[src/rtl/sync_fifo_ctrl.sv]
// Purpose : single-clock pointer/flag controller driving a dual-port fifo_storage memory.
// Latency : w_en/r_en are combinational from push/pop; pointers, count and flags update on the next edge.
// Backpr. : push is dropped (overflow pulse) while full, pop is dropped (underflow pulse) while empty.
module sync_fifo_ctrl #(
    parameter int FIFO_DEPTH = 8,
    parameter int PTR_WIDTH  = 3,
    parameter int AFULL_LVL  = 6,
    parameter int AEMPTY_LVL = 1
) (
    input  logic                 clk,
    input  logic                 rstn,
    input  logic                 push,
    input  logic                 pop,
    input  logic                 flush,
    output logic                 w_en,
    output logic [PTR_WIDTH-1:0] w_addr,
    output logic                 r_en,
    output logic [PTR_WIDTH-1:0] r_addr,
    output logic                 full,
    output logic                 empty,
    output logic                 almost_full,
    output logic                 almost_empty,
    output logic [PTR_WIDTH:0]   count,
    output logic                 overflow,
    output logic                 underflow
);

    localparam int CW = PTR_WIDTH + 1;

    // Pointers carry one extra wrap bit so full and empty stay distinguishable.
    logic [CW-1:0] wr_ptr;
    logic [CW-1:0] rd_ptr;
    logic [CW-1:0] wr_ptr_next;
    logic [CW-1:0] rd_ptr_next;
    logic [CW-1:0] count_next;
    logic          full_next;
    logic          empty_next;

    // Acceptance is gated only by registered flags, so no comb path from pop to w_en.
    assign w_en   = push & ~full  & ~flush;
    assign r_en   = pop  & ~empty & ~flush;
    assign w_addr = wr_ptr[PTR_WIDTH-1:0];
    assign r_addr = rd_ptr[PTR_WIDTH-1:0];

    // Next-state pointers and occupancy; flush wins over any accepted request.
    always_comb begin
        wr_ptr_next = wr_ptr + CW'(w_en);
        rd_ptr_next = rd_ptr + CW'(r_en);
        count_next  = count + CW'(w_en) - CW'(r_en);
        if (flush) begin
            wr_ptr_next = '0;
            rd_ptr_next = '0;
            count_next  = '0;
        end
        full_next  = (wr_ptr_next[PTR_WIDTH] != rd_ptr_next[PTR_WIDTH]) &&
                     (wr_ptr_next[PTR_WIDTH-1:0] == rd_ptr_next[PTR_WIDTH-1:0]);
        empty_next = (wr_ptr_next == rd_ptr_next);
    end

    // Register pointers, occupancy, level flags and the one-cycle error pulses.
    always_ff @(posedge clk or negedge rstn) begin
        if (!rstn) begin
            wr_ptr       <= '0;
            rd_ptr       <= '0;
            count        <= '0;
            full         <= 1'b0;
            empty        <= 1'b1;
            almost_full  <= (AFULL_LVL == 0);
            almost_empty <= 1'b1;
            overflow     <= 1'b0;
            underflow    <= 1'b0;
        end else begin
            wr_ptr       <= wr_ptr_next;
            rd_ptr       <= rd_ptr_next;
            count        <= count_next;
            full         <= full_next;
            empty        <= empty_next;
            almost_full  <= (count_next >= CW'(AFULL_LVL));
            almost_empty <= (count_next <= CW'(AEMPTY_LVL));
            overflow     <= push & full  & ~flush;
            underflow    <= pop  & empty & ~flush;
        end
    end

    // Occupancy can never exceed the storage depth.
    a_count_bound : assert property (@(posedge clk) disable iff (!rstn)
        count <= CW'(FIFO_DEPTH));

endmodule

[config.mk]
export PLATFORM = sky130hd
export DESIGN_NAME = sync_fifo_ctrl
export DESIGN_NICKNAME = d
export VERILOG_FILES = /design/src/rtl/sync_fifo_ctrl.sv
export SDC_FILE = /design/constraint.sdc
export NUM_CORES = 1
export LEC_CHECK = 0
export ABC_CLOCK_PERIOD_IN_PS = 2800
export CAP_MARGIN = 20
export CELL_PAD_IN_SITES_DETAIL_PLACEMENT = 0
export CELL_PAD_IN_SITES_GLOBAL_PLACEMENT = 1
export CORE_MARGIN = 5
export CORE_UTILIZATION = 47
export CTS_CLUSTER_SIZE = 16
export DETAILED_ROUTE_END_ITERATION = 12
export DONT_BUFFER_PORTS = 1
export PLACE_DENSITY = 0.82
export SLEW_MARGIN = 40
export SYNTH_ARGS = -nofsm -noshare
export SYNTH_HDL_FRONTEND = slang
export SYNTH_SLANG_ARGS = --single-unit
[constraint.sdc]
create_clock -name clk -period 2.8 [get_ports clk]
set_clock_uncertainty 0.2 [all_clocks]
set_input_delay 0.56 -clock clk [delete_from_list [all_inputs] [get_ports clk]]
set_output_delay 0.56 -clock clk [all_outputs]
set_load 0.005 [all_outputs]
==> qor.txt <==
slowest stage delay, CP: 0.43 ns
share of cells above drive strength 1: 0.195
Tot Pwr: 0.598 mW
placed cell area: 926 um2
Clock transition at path regs: 0.10 ns
Power Dens Cells: 612 mW/mm2
worst path bufs/invs: 0
commonest non-fill, non-tap cell in the layout: dfrtp_1
mux contribution to synthesized area: 0.0279
final wirelength: 1.50 mm
IO Pins: 23
max_slew headroom: 0.685
P_leak: 0.478 nW
status: completed
PortBufs: 0
setup TNS: 0 ns
Tcrit/Tclk final: 0.840
Die W: 54.7 um
Slowest-stage cell, CP: nor3b_1
die area: 0.00300 mm2
post-synthesis sequential area ratio: 0.481
hold crit path type: in -> reg
CP Max Fanout: 4
max-cap viol count: 0
Worst setup EP type: flop
DRC viols: 0
router iterations before antenna repair: 1
vias in the first global route: 583
die height: 54.7 um
RSZ-0062 raised after global routing: no
post-synthesis to final-layout area growth: 3.86%
signal arrival time at the worst endpoint: 2.39 ns
largest net degree at the start of global routing: 22
gp weighted congestion: 0.718
cell taking the most area after synthesis: dfrtp_1
Bufs on Longest Clock Path: 2
Syn Nets: 91
family with the most delay on the worst path: compound AO/OA/AOI/OAI gates
Syn Inst Count: 78
Core ar.: 0.00194 mm2
Levels on crit path: 7
post-synth top area share: 0.426
Detailed Place HPWL: 1.15 mm
Crit Path Category: reg -> reg
cts bufs inserted: 3
Worst Path Required: 2.84 ns
Finished Cell Area: 977 um2
H-tree Lvls: 1
Routed WL per cell: 14.5 um
post-synthesis compound-gate area fraction: 0.0492
fin nets: 91
num rows: 16
Setup crit start kind: flop
post-synthesis xor/xnor area fraction: 0.0918
CTS tree: built
Yosys cell types: 27
Final setup viols: 0
Slew Limit Fails: 0
warnings from Yosys: 0
synth top area cells: dfrtp_1, ha_1, buf_4
Starting Density: 0.485
Overflow after GRT: 0
hold path depth: 1
min Tclk post-route: 2.35 ns
most frequent cells in the layout: dfrtp_1, ha_1, nor2b_1, xnor2_1, nor2_1
mapped cell area: 941 um2
global-route usage over all layers: 0.128
mean post-synth cell area: 12.1 um2
Yosys reg bits: 18
Vias/cell: 5.05
DRT antenna net count: 0
Worst path most repeated cell: a21o_1
f_max: 425 MHz
DR vias: 525
DR iter-0 viols: 0
insertion delay to the later sink of the worst-skew pair: 0.29 ns
main combinational cell family by area after synthesis: simple AND/OR/NAND/NOR gates
clock sinks: 18
Worst R2R Path Depth: 7
first-pass GRT wire length: 2.51 mm
Post-Synth Simple-Gate Area: 0.168
Slew @ Worst Pin: 0.472 ns
root cell of the clock tree: clkbuf_4
synthesized-area fraction occupied by adder cells: 0.114
Ant. Diodes: 0
CTS resizes: 0
crit-path cells: nor3b_1, nand2b_1, ha_1, a21o_1, a2111o_1, o21ai_2, a21o_1
initial antenna violation count: 0
count of final hold-check violations: 0
Peak VDD IR: 0.000328 V
## Yosys cell counts
cell and instances:
a2111o_1 1, a21o_1 2, a21oi_1 1, a31oi_1 1
and2b_1 1, and2b_4 2, and3b_1 2, buf_4 7
clkbuf_1 1, dfrtp_1 16, dfstp_2 2, fa_1 1
ha_1 7, inv_1 2, mux2_2 1, mux2_4 1
nand2b_1 2, nand3_1 2, nor2_1 5, nor2_2 1
nor2b_1 6, nor3_1 1, nor3b_1 3, o21ai_2 1
xnor2_1 6, xnor2_2 1, xor2_1 2
## cell families after synthesis
logic type                 after synthesis
and+or+nand+nor                         25
DFF                                     18
buffers and inverters                   10
xor gates and xnor gates                 9
adders and majority gates                8
AOI/OAI and AO/OA                        6
muxes                                    2
## worst register-to-register path, cell delays in order, from the launching register on
cell	delay (ns)
dfstp_2	0.40
nor3b_1	0.43
nand2b_1	0.18
ha_1	0.30
a21o_1	0.17
a2111o_1	0.42
o21ai_2	0.09
a21o_1	0.11
## power by group
part           switching (mW)  internal [mW]
clock network          0.0781         0.0793
registers              0.0243          0.297
logic                  0.0618         0.0567
## cell type report
| cell class | count | area [um2] |
|---|---|---|
| Clock buffer | 4 | 36.3 |
| Fill cell | 188 | 965 |
| Inverter | 2 | 7.51 |
| Multi-Input combinational cell | 50 | 424 |
| Sequential cell | 18 | 453 |
| Tap cell | 27 | 33.8 |
| Timing Repair Buffer | 3 | 22.5 |
## path summary, 6_finish.rpt
kind	from	to	slack [ns]
setup reg to reg	empty	almost_full	0.45
max in group asynchronous	rstn	empty	1.56
setup / recovery	empty	almost_full	0.45
hold reg to reg	empty	underflow	0.41
hold / removal	flush	rd_ptr[1]	0.12
min in group asynchronous	rstn	count[0]	0.52
## timing repair
action                                 in CTS  in global routing
setup endpoints to repair                   0                  0
setup buffers                               0                  0
hold buffers                                1                  1
endpoints found under the hold margin      18                 16
## metal layers
metal  part of all wire  routed length (um)  global-route usage
met3              0.088                 132              0.0763
met2               0.51                 768               0.224
met5                  0                   0                   0
met4              0.023                  34              0.0747
met1               0.38                 569               0.109
## registers in the layout, indices dropped and copies added, names as in the netlist
name          cells
count             4
wr_ptr            4
empty             1
underflow         1
full              1
overflow          1
almost_full       1
rd_ptr            4
almost_empty      1
## per-stage QoR
stage / hold WS, ns / std cells / worst slack (ns) / util
2_1_floorplan: 0.0644 / 78 / 0.269 / -
3_3_place_gp: 0.0648 / 98 / 0.301 / 0.477
3_5_place_dp: 0.0648 / 98 / 0.274 / 0.477
4_1_cts: 0.0949 / 103 / 0.408 / 0.501
5_1_grt: 0.0820 / 104 / 0.280 / 0.503
6_report: 0.116 / 104 / 0.448 / 0.503
Note: power is estimated with default switching activity, not from simulation.
